`config.mk`:
```
export PLATFORM = sky130hd
export DESIGN_NAME = inference_sequencer
export DESIGN_NICKNAME = d
export VERILOG_FILES = /design/src/rtl/cnn_pkg.sv /design/src/rtl/inference_sequencer_argmax_serial.sv /design/src/rtl/inference_sequencer.sv
export SDC_FILE = /design/constraint.sdc
export NUM_CORES = 1
export LEC_CHECK = 0
export ABC_AREA = 1
export BUFFER_PORTS_ARGS = -buffer_cell sky130_fd_sc_hd__buf_2
export CORE_ASPECT_RATIO = 0.9
export CORE_UTILIZATION = 45
export DETAILED_ROUTE_END_ITERATION = 6
export PLACE_DENSITY = 0.7
export SLEW_MARGIN = 10
export SYNTH_ARGS = -nofsm -noshare
export SYNTH_HDL_FRONTEND = slang
export SYNTH_SLANG_ARGS = --single-unit
export TNS_END_PERCENT = 50
```
`constraint.sdc`:
```
create_clock -name clk -period 3.8 [get_ports clk]
set_clock_uncertainty 0.1 [all_clocks]
set_input_delay 0.38 -clock clk [delete_from_list [all_inputs] [get_ports clk]]
set_output_delay 0.38 -clock clk [all_outputs]
set_load 0.01 [all_outputs]
```
`src/rtl/cnn_pkg.sv`:
```
// Shared definitions for the CNN accelerator control path.
//   - seq_state_t    : layer sequencer FSM states
//   - DEF_*          : default datapath sizes
//   - STG_*          : stage indices in launch order
//   - clog2_min1()   : index width helper that never returns 0
package cnn_pkg;

  localparam int DEF_DATA_WIDTH = 16;
  localparam int DEF_OUT_DIM    = 10;
  localparam int DEF_NUM_STAGES = 4;
  localparam int DEF_TIMEOUT    = 1 << 20;

  localparam int STG_CONV  = 0;
  localparam int STG_POOL  = 1;
  localparam int STG_FLAT  = 2;
  localparam int STG_DENSE = 3;

  typedef enum logic [2:0] {
    S_IDLE   = 3'd0,
    S_LAUNCH = 3'd1,
    S_WAIT   = 3'd2,
    S_ARGMAX = 3'd3,
    S_RESULT = 3'd4,
    S_ERROR  = 3'd5
  } seq_state_t;

  // Index width for a range of v entries; a single entry still needs one bit.
  function automatic int clog2_min1(input int v);
    return (v > 1) ? $clog2(v) : 1;
  endfunction

endpackage

```
`src/rtl/inference_sequencer_argmax_serial.sv`:
```
// argmax_serial: serial argmax over OUT_DIM signed logits, one compare per cycle.
// Ports:
//   clk, reset  : clock, synchronous active-high reset
//   start       : pulse; seeds best=logits[0], idx=0 and begins scanning k=1..
//   logits      : OUT_DIM packed signed values, logit k at [k*DATA_WIDTH +: DATA_WIDTH]
//   done        : high in the cycle the last logit is evaluated (with start if OUT_DIM=1)
//   class_idx   : winning index including this cycle's compare (valid with done)
//   score       : winning value including this cycle's compare (valid with done)
// Strict greater-than means ties keep the lowest index.
module argmax_serial
  import cnn_pkg::*;
#(
  parameter int DATA_WIDTH = DEF_DATA_WIDTH,
  parameter int OUT_DIM    = DEF_OUT_DIM,
  parameter int CLASS_W    = clog2_min1(OUT_DIM)
) (
  input  logic                          clk,
  input  logic                          reset,
  input  logic                          start,
  input  logic [OUT_DIM*DATA_WIDTH-1:0] logits,
  output logic                          done,
  output logic [CLASS_W-1:0]            class_idx,
  output logic signed [DATA_WIDTH-1:0]  score
);

  logic signed [DATA_WIDTH-1:0] lg [OUT_DIM];

  logic                         run_q, run_d;
  logic [CLASS_W-1:0]           k_q, k_d;
  logic signed [DATA_WIDTH-1:0] best_q, best_d;
  logic [CLASS_W-1:0]           idx_q, idx_d;

  always_comb begin
    for (int i = 0; i < OUT_DIM; i++) begin
      lg[i] = logits[i*DATA_WIDTH +: DATA_WIDTH];
    end
  end

  always_comb begin
    run_d  = run_q;
    k_d    = k_q;
    best_d = best_q;
    idx_d  = idx_q;
    done   = 1'b0;
    if (start) begin
      best_d = lg[0];
      idx_d  = '0;
      k_d    = CLASS_W'(1);
      run_d  = (OUT_DIM > 1);
      done   = (OUT_DIM == 1);
    end else if (run_q) begin
      if (lg[k_q] > best_q) begin
        best_d = lg[k_q];
        idx_d  = k_q;
      end
      if (k_q == CLASS_W'(OUT_DIM - 1)) begin
        done  = 1'b1;
        run_d = 1'b0;
      end else begin
        k_d = k_q + CLASS_W'(1);
      end
    end
  end

  // Results include the current compare so the caller can latch them with done.
  assign class_idx = idx_d;
  assign score     = best_d;

  always_ff @(posedge clk) begin
    if (reset) begin
      run_q  <= 1'b0;
      k_q    <= '0;
      best_q <= '0;
      idx_q  <= '0;
    end else begin
      run_q  <= run_d;
      k_q    <= k_d;
      best_q <= best_d;
      idx_q  <= idx_d;
    end
  end

endmodule

```
`src/rtl/inference_sequencer.sv`:
```
// inference_sequencer: frame-level layer scheduler for the CNN accelerator.
// Launches stages 0..NUM_STAGES-1 in order, then scans the final stage's
// logits serially and presents the winning class.
// Ports:
//   clk, reset            : clock, synchronous active-high reset
//   frame_valid/ready     : frame accept; ready only in IDLE
//   stage_start[k]        : registered one-cycle start pulse to stage k
//   stage_done[k]         : one-cycle done pulse from stage k
//   logits                : OUT_DIM packed signed logits from the last stage
//   result_valid/ready    : result handshake (class, score, frame_cycles)
//   busy                  : high outside IDLE
//   error, error_stage    : sticky watchdog flag and the stalled stage index
//   clear_err             : leaves ERROR back to IDLE
//   dbg_state             : current FSM state (seq_state_t encoding)
// Handshakes: result is transferred on the cycle where result_valid and
// result_ready are both high; result_valid then drops and its payload stays
// stable while result_valid is high. Frames transfer when frame_valid is high
// while frame_ready is high. Stage start/done are single-cycle pulses.
module inference_sequencer
  import cnn_pkg::*;
#(
  parameter int NUM_STAGES     = DEF_NUM_STAGES,
  parameter int DATA_WIDTH     = DEF_DATA_WIDTH,
  parameter int OUT_DIM        = DEF_OUT_DIM,
  parameter int TIMEOUT_CYCLES = DEF_TIMEOUT,
  parameter int CLASS_W        = clog2_min1(OUT_DIM),
  parameter int STAGE_W        = clog2_min1(NUM_STAGES)
) (
  input  logic                          clk,
  input  logic                          reset,
  input  logic                          frame_valid,
  output logic                          frame_ready,
  output logic [NUM_STAGES-1:0]         stage_start,
  input  logic [NUM_STAGES-1:0]         stage_done,
  input  logic [OUT_DIM*DATA_WIDTH-1:0] logits,
  output logic                          result_valid,
  input  logic                          result_ready,
  output logic [CLASS_W-1:0]            result_class,
  output logic signed [DATA_WIDTH-1:0]  result_score,
  output logic [31:0]                   frame_cycles,
  output logic                          busy,
  output logic                          error,
  output logic [STAGE_W-1:0]            error_stage,
  input  logic                          clear_err,
  output logic [2:0]                    dbg_state
);

  localparam int TMR_W = $clog2(TIMEOUT_CYCLES) + 1;
  localparam logic [STAGE_W-1:0] LAST_STAGE = STAGE_W'(NUM_STAGES - 1);

  seq_state_t                   state_q, state_d;
  logic [STAGE_W-1:0]           stage_q, stage_d;
  logic [NUM_STAGES-1:0]        stage_start_q, stage_start_d;
  logic [TMR_W-1:0]             timer_q, timer_d;
  logic [31:0]                  cnt_q, cnt_d;
  logic [31:0]                  cnt_inc;
  logic                         result_valid_q, result_valid_d;
  logic [CLASS_W-1:0]           result_class_q, result_class_d;
  logic signed [DATA_WIDTH-1:0] result_score_q, result_score_d;
  logic [31:0]                  frame_cycles_q, frame_cycles_d;
  logic                         error_q, error_d;
  logic [STAGE_W-1:0]           error_stage_q, error_stage_d;

  logic                         am_start;
  logic                         am_done;
  logic [CLASS_W-1:0]           am_class;
  logic signed [DATA_WIDTH-1:0] am_score;

  argmax_serial #(
    .DATA_WIDTH (DATA_WIDTH),
    .OUT_DIM    (OUT_DIM),
    .CLASS_W    (CLASS_W)
  ) u_argmax (
    .clk       (clk),
    .reset     (reset),
    .start     (am_start),
    .logits    (logits),
    .done      (am_done),
    .class_idx (am_class),
    .score     (am_score)
  );

  assign cnt_inc = (cnt_q == 32'hFFFF_FFFF) ? cnt_q : cnt_q + 32'd1;

  always_comb begin
    state_d        = state_q;
    stage_d        = stage_q;
    stage_start_d  = '0;
    timer_d        = timer_q;
    cnt_d          = cnt_q;
    result_valid_d = result_valid_q;
    result_class_d = result_class_q;
    result_score_d = result_score_q;
    frame_cycles_d = frame_cycles_q;
    error_d        = error_q;
    error_stage_d  = error_stage_q;
    am_start       = 1'b0;

    case (state_q)
      S_IDLE: begin
        if (frame_valid) begin
          stage_d       = '0;
          // The accept cycle is counted, so frame_cycles equals the cycle
          // distance from the accept cycle to the first RESULT cycle.
          cnt_d         = 32'd1;
          stage_start_d = NUM_STAGES'(1);
          state_d       = S_LAUNCH;
        end
      end

      S_LAUNCH: begin
        timer_d = '0;
        cnt_d   = cnt_inc;
        state_d = S_WAIT;
      end

      S_WAIT: begin
        cnt_d = cnt_inc;
        // Done is checked before the watchdog so a coincident done wins.
        if (stage_done[stage_q]) begin
          if (stage_q == LAST_STAGE) begin
            am_start = 1'b1;
            if (am_done) begin
              result_valid_d = 1'b1;
              result_class_d = am_class;
              result_score_d = am_score;
              frame_cycles_d = cnt_inc;
              state_d        = S_RESULT;
            end else begin
              state_d = S_ARGMAX;
            end
          end else begin
            stage_d       = stage_q + STAGE_W'(1);
            stage_start_d = NUM_STAGES'(1) << (stage_q + STAGE_W'(1));
            state_d       = S_LAUNCH;
          end
        end else if (timer_q == TMR_W'(TIMEOUT_CYCLES - 1)) begin
          error_d       = 1'b1;
          error_stage_d = stage_q;
          state_d       = S_ERROR;
        end else begin
          timer_d = timer_q + TMR_W'(1);
        end
      end

      S_ARGMAX: begin
        cnt_d = cnt_inc;
        if (am_done) begin
          result_valid_d = 1'b1;
          result_class_d = am_class;
          result_score_d = am_score;
          frame_cycles_d = cnt_inc;
          state_d        = S_RESULT;
        end
      end

      S_RESULT: begin
        if (result_ready) begin
          result_valid_d = 1'b0;
          state_d        = S_IDLE;
        end
      end

      S_ERROR: begin
        if (clear_err) begin
          error_d = 1'b0;
          state_d = S_IDLE;
        end
      end

      default: state_d = S_IDLE;
    endcase
  end

  always_ff @(posedge clk) begin
    if (reset) begin
      state_q        <= S_IDLE;
      stage_q        <= '0;
      stage_start_q  <= '0;
      timer_q        <= '0;
      cnt_q          <= '0;
      result_valid_q <= 1'b0;
      result_class_q <= '0;
      result_score_q <= '0;
      frame_cycles_q <= '0;
      error_q        <= 1'b0;
      error_stage_q  <= '0;
    end else begin
      state_q        <= state_d;
      stage_q        <= stage_d;
      stage_start_q  <= stage_start_d;
      timer_q        <= timer_d;
      cnt_q          <= cnt_d;
      result_valid_q <= result_valid_d;
      result_class_q <= result_class_d;
      result_score_q <= result_score_d;
      frame_cycles_q <= frame_cycles_d;
      error_q        <= error_d;
      error_stage_q  <= error_stage_d;
    end
  end

  // frame_ready is a decode of IDLE, masked while reset is held so every
  // output reads 0 during reset.
  assign frame_ready  = (state_q == S_IDLE) && !reset;
  assign busy         = (state_q != S_IDLE);
  assign stage_start  = stage_start_q;
  assign result_valid = result_valid_q;
  assign result_class = result_class_q;
  assign result_score = result_score_q;
  assign frame_cycles = frame_cycles_q;
  assign error        = error_q;
  assign error_stage  = error_stage_q;
  assign dbg_state    = state_q;

endmodule

```
# After elaboration in Yosys (flattened, before gate mapping)
# Cells that the tools add are included.
[word_totals] reg_bits=143
[op_classes] add_sub_neg=4 order_cmp=3 n_eq_ne=21 n_shift=1 muxes=67 n_bitwise=3 n_reduce_logical=23
[ops] op="32-bit 2-to-1 mux" count=5
[ops] op="16-bit 2-to-1 mux" count=8
[ops] op="32-bit one-hot mux with 2 select lines" count=2
[ops] op="16-bit binary-select mux with 4-bit select" count=1
[ops] op="21-bit 2-to-1 mux" count=2
[ops] op="21-bit one-hot mux with 2 select lines" count=1
[ops] op="32-bit by 1-bit adder with 32-bit output (second input constant)" count=1
[ops] op="32-bit equality test (second input constant)" count=1
[ops] op="4-bit 2-to-1 mux" count=8
[ops] op="16-bit one-hot mux with 2 select lines" count=1
[ops] op="3-bit 2-to-1 mux" count=8
[ops] op="2-bit inequality test (second input constant)" count=11
[ops] op="21-bit by 1-bit adder with 21-bit output (second input constant)" count=1
[ops] op="21-bit by 20-bit equality test with 1-bit output (second input constant)" count=1
[ops] op="1-bit 2-to-1 mux" count=21
[ops] op="3-bit one-hot mux with 6 select lines" count=1
[ops] op="16-bit > comparator" count=1
[ops] op="4-bit one-hot mux with 2 select lines" count=2
[ops] op="4-bit AND reduction" count=3
[ops] op="2-bit nonzero test" count=6
[ops] op="3-bit AND reduction" count=3
[ops] op="3-bit by 2-bit equality test with 1-bit output (second input constant)" count=2
[ops] op="3-bit equality test (second input constant)" count=2
[ops] op="2-bit 2-to-1 mux" count=3
[ops] op="other kinds (23)" count=27

# Depth between registers and ports, before layout
[logic_depth] depth_word=12 mapped_depth=28 depth_no_buf=25

# Hierarchy
# Synthesis repeated with hierarchy kept, for this count alone.
[unflattened] hier_cells=1542 hier_area_um2=9475.3
[by_module_without_submodules] module="inference_sequencer" n_inst=1 cells_per_inst=940 area_each_um2=6229.7 seq_area_each_um2=2362.3
[by_module_without_submodules] module="argmax_serial" n_inst=1 cells_per_inst=602 area_each_um2=3245.6 seq_area_each_um2=500.5

# Least setup slack after synthesis
# No wires, ideal clock.
[synth_path] path_type="register to register" from="register u_argmax.k_q[1]" to="register result_score_q[4] (netlist: result_score[4])" setup_time_ns=0.109 t_arrival_ns=2.650 required_time_ns=3.591 path_slack_ns=0.941 stages_incl_launch_ff=23 path_cell_list="dfxtp_1 > buf_4 > clkinv_1 > buf_2 > nor2_1 > o21ai_0 > nand3_1 > nand3_1 > nand2_1 > ha_1 > a21oi_1 > o21ai_0 > a21oi_1 > nand2_1 > nand2_1 > nand2_1 > nand2_1 > clkbuf_1 > nand2_1 > nand3_1 > nand3_1 > nand2_1 > inv_1"
[synth_between] elab_chain_cells=12
[synth_lines] element="start, declared" line="inference_sequencer_argmax_serial.sv:29" text="logic [CLASS_W-1:0] k_q, k_d;"
[synth_lines] element="start signal, assigned" line="inference_sequencer_argmax_serial.sv:77" text="k_q <= k_d;"
[synth_lines] element="4-bit NOT with 5-bit output (not written as such)" line="inference_sequencer_argmax_serial.sv:52, inference_sequencer_argmax_serial.sv:53"
[synth_lines] element="16-bit binary-select mux with 4-bit select" line="inference_sequencer_argmax_serial.sv:52, inference_sequencer_argmax_serial.sv:53"
[synth_lines] element="16-bit 2-to-1 mux (not written as such) (2 in a row)" line="inference_sequencer_argmax_serial.sv:52, inference_sequencer_argmax_serial.sv:53"
[synth_lines] element="16-bit > comparator" line="inference_sequencer_argmax_serial.sv:52" text="if (lg[k_q] > best_q) begin"
[synth_lines] element="16-bit 2-to-1 mux" line="inference_sequencer_argmax_serial.sv:52"
[synth_lines] element="16-bit 2-to-1 mux" line="inference_sequencer_argmax_serial.sv:51" text="end else if (run_q) begin"
[synth_lines] element="16-bit 2-to-1 mux" line="inference_sequencer_argmax_serial.sv:45" text="if (start) begin"
[synth_lines] element="16-bit 2-to-1 mux *" line="inference_sequencer.sv:123, inference_sequencer.sv:148"
[synth_lines] element="16-bit 2-to-1 mux" line="inference_sequencer.sv:121" text="if (stage_q == LAST_STAGE) begin"
[synth_lines] element="16-bit 2-to-1 mux" line="inference_sequencer.sv:120" text="if (stage_done[stage_q]) begin"
[synth_lines] element="16-bit one-hot mux with 2 select lines *" line="inference_sequencer.sv:99" text="case (state_q)"
[synth_lines] element="end signal, assigned" line="inference_sequencer.sv:196" text="result_score_q <= result_score_d;"
[synth_lines] element="end, declared" line="inference_sequencer.sv:59" text="logic signed [DATA_WIDTH-1:0] result_score_q, result_score_d;"
# Every way passes the cells marked *; elsewhere a longest branch is shown, timed or not. The select of a mux whose other input is x is not followed.
# A chain may end at the register's enable or synchronous reset.

# Worst setup path in the final report
[layout_path] from="register u_argmax.k_q[2]" to="register result_score_q[0] (netlist: result_score[0])"
# Same word-level chain as after synthesis.

==> impl_metrics.yaml <==
global_routing:
  grt_max_degree: 86
  antenna_found_initial: 2
  track_usage_pct: 28.2
  grt_pass1_vias: 9022
  gr-total-overflow: 0
  grt_pass1_wl_um: 45200
hold_path:
  hold_path_class: "input pin to flop"
  min_path_cells: 3
  hold_end: "stage_start[0]"
  hold_path.startpoint: "frame_valid"
sta:
  fin_crit_ns: 3.41
  rsz0062_at_grt: "false"
  fmax_mhz: 293
  hold_viol_final: 0
  tightest_slew_ns: 0.997
  setup_viol: 0
  relSlewSlack_pct: 33.5
  slew_violations: 0
  holdWs_ns: 0.122
  setup_tns_ns: 0
  setup_slack_ns: 0.388
  timing.final.crit_share_pct: 89.8
yosys:
  syn_area_mm2: 0.00899
  synth_edf_count: 0
  yosys_warnings: 0
  synth_area_per_cell_um2: 6.24
  ys_ff_latch: 143
  syn_nets: 1634
  synth_area_leaders: "dfxtp_1, nand2_1, nor2_1"
  synth.most_common_cell: "nand2_1"
  synth_cell_types: 44
  synthFlopType: "dfxtp_1"
  synthArstFlopShare_pct: 0
  synthCells: 1441
  synth_top_area_share_pct: 31.8
  yosysTopAreaCell: "dfxtp_1"
  synth_commonest_cells: "nand2_1, nor2_1, dfxtp_1"
  synth-seq-area-share_pct: 31.8
critical_path:
  start_kind: "flop"
  rr_worst_depth: 21
  cp.arrival_ns: 3.64
  path_max_fanout: 20
  crit_required_ns: 4.03
  end_kind: "flop"
  r2r-start: "u_argmax.k_q[2]"
  critical_path_class: "flop to flop"
  r2r_slack_ns: 0.39
  r2r-end: "result_score[0]"
routing:
  top_layer: "met4"
  met2_length_um: 12800
  met3WireLength_um: 2500
  routedLengthMet1_um: 13200
  drc: 0
  vias: 10100
  avgViaCountPerCell: 5.29
  drt_first_pass_iters: 6
  drt_iter0_markers: 855
  detail_route.wl_per_cell_um: 15.4
  postRouteWirelength_um: 29400
  antenna_left: 0
power_and_ir_drop:
  peakVddDrop_mv: 0.327
  p_int_w: 0.00271
  p_sw_w: 0.00131
  clock_power_share_pct: 40.4
  sw_frac_of_total_pct: 32.6
  leakage_nw: 5.08
  powerDensity_mw_per_mm2: 369
  seq_power_share_pct: 39.2
  comb_power_share_pct: 20.4
placement:
  io_buffers: 233
  gp_congestion: 0.975
  dpl.hpwl_um: 21900
  dp_cells: 1868
  pre_cts_slack_ns: 0.413
layout:
  fin_cells: 1902
  areaGrowthSynthToFinish_pct: 21.1
  fillers: 1981
  multi_input_area_mm2: 0.00524
  drive_gt1_share_pct: 20.1
  postLayoutCoreUtil_pct: 56.1
  nets: 1830
  seq_area_mm2: 0.00287
cts:
  tritoncts: "done"
  cts.htree.levels: 4
  cts-resized-gates: 0
  insertion_delay_ns: 0.43
  clk_pin_slew_ns: 0.06
  cts_buffers: 17
  cts_buffer_depth: 2
  clock_sinks: 143
  cts_hold_buf: 0
  root_buffer: "clkbuf_16"
  cts_setup_buffers: 0
die:
  fp-row-count: 48
  core_mm2: 0.0194
  start_util_pct: 46.3
  fp.dieH_um: 136
  die_width_um: 151
  io_pins: 234
  dieArea_mm2: 0.0205
outcome:
  status: "completed"
job:
  maxCapViolCount: 0
==> critical path, stage by stage (launching register included) <==
cell,delay [ns]
dfxtp_1,0.44
clkinv_1,0.34
buf_4,0.30
o211ai_1,0.10
nand3_1,0.08
nand2_1,0.13
ha_1,0.27
a21oi_1,0.15
nor2_1,0.05
nor2_1,0.09
nand2_1,0.06
nand2_1,0.08
nand2_1,0.05
nand2_1,0.05
nand2_1,0.21
nand2_1,0.14
buf_4,0.26
nand2_1,0.07
nand3_1,0.10
nand3_1,0.08
nand2_1,0.10
inv_1,0.04
==> placed cells by master, fill, tap and decap left out, types with 18 or more instances in the layout <==
cell and count:
nand2_1 363, buf_2 233, nor2_1 218, dfxtp_1 141
o21ai_0 117, inv_1 115, nand3_1 114, a21oi_1 90
a31oi_1 26, ha_1 24, nor3_1 21, xor2_1 19
buf_4 18
==> worst max-delay path by stage <==
stage | start | end | slack (ns) | depth (start not counted)
after floorplan | u_argmax.k_q[1] | result_score[4] | 0.94 | 22
after global placement | u_argmax.k_q[1] | result_score[11] | 0.51 | 22
after detailed placement | u_argmax.k_q[1] | result_score[6] | 0.41 | 21
after CTS | u_argmax.k_q[1] | result_score[6] | 0.39 | 21
after global routing | u_argmax.k_q[2] | result_score[1] | 0.06 | 23
final | u_argmax.k_q[2] | result_score[0] | 0.39 | 21
==> sequential cells by signal, summed over array words and instances, names as in the netlist, 2 cells and up <==
name and count:
cnt_q 32, timer_q 21, u_argmax.best_q 16, u_argmax.k_q 4, error_stage 2, result_class 4, frame_cycles 32, stage_start 4
result_score 16, stage_q 2, dbg_state 3, u_argmax.idx_q 4
==> cell type report <==
type / count / share of cell area, %
antenna: 2 / 0.0460
clock buffer: 19 / 4.07
clock inverter: 13 / 1.18
inverter: 139 / 4.86
multi-input combinational: 1082 / 48.1
sequential: 143 / 26.4
tap: 250 / 2.87
timing repair buffer: 254 / 12.5
==> cell families (layout without fill, tap and decap cells) <==
group	after synthesis	count (layout)	share of synthesized area (%)
buf+inv	216	425	9.92
compound gates	259	259	15.5
other cells	0	2	0
xor+xnor	31	31	3.02
simple gates	768	768	36.4
flops	143	143	31.8
fa+ha+maj	24	24	3.34
==> per-stage QoR <==
stage	cell area, um2	total power [W]
4_1_cts	10900	0.00403
3_3_place_gp	10300	0.00241
2_1_floorplan	8990	0.00216
3_5_place_dp	10300	0.00242
6_report	10900	0.00402
5_1_grt	10900	0.00421
==> power by group through the flow <==
stage / clock, W / sequential, W / combinational [W]
3_3_place_gp: 0 / 0.00161 / 0.000803
2_1_floorplan: 0 / 0.00161 / 0.000555
3_5_place_dp: 0 / 0.00161 / 0.000811
4_1_cts: 0.00164 / 0.00158 / 0.000815
5_1_grt: 0.00172 / 0.00158 / 0.000912
6_report: 0.00162 / 0.00158 / 0.000819
==> per-layer routing <==
layer	vias up	track usage, %
li1	5080	-
met1	4515	38.2
met2	418	43.3
met3	49	6.74
met4	0	10.3
met5	-	0
(Power assumes the default switching activity.)
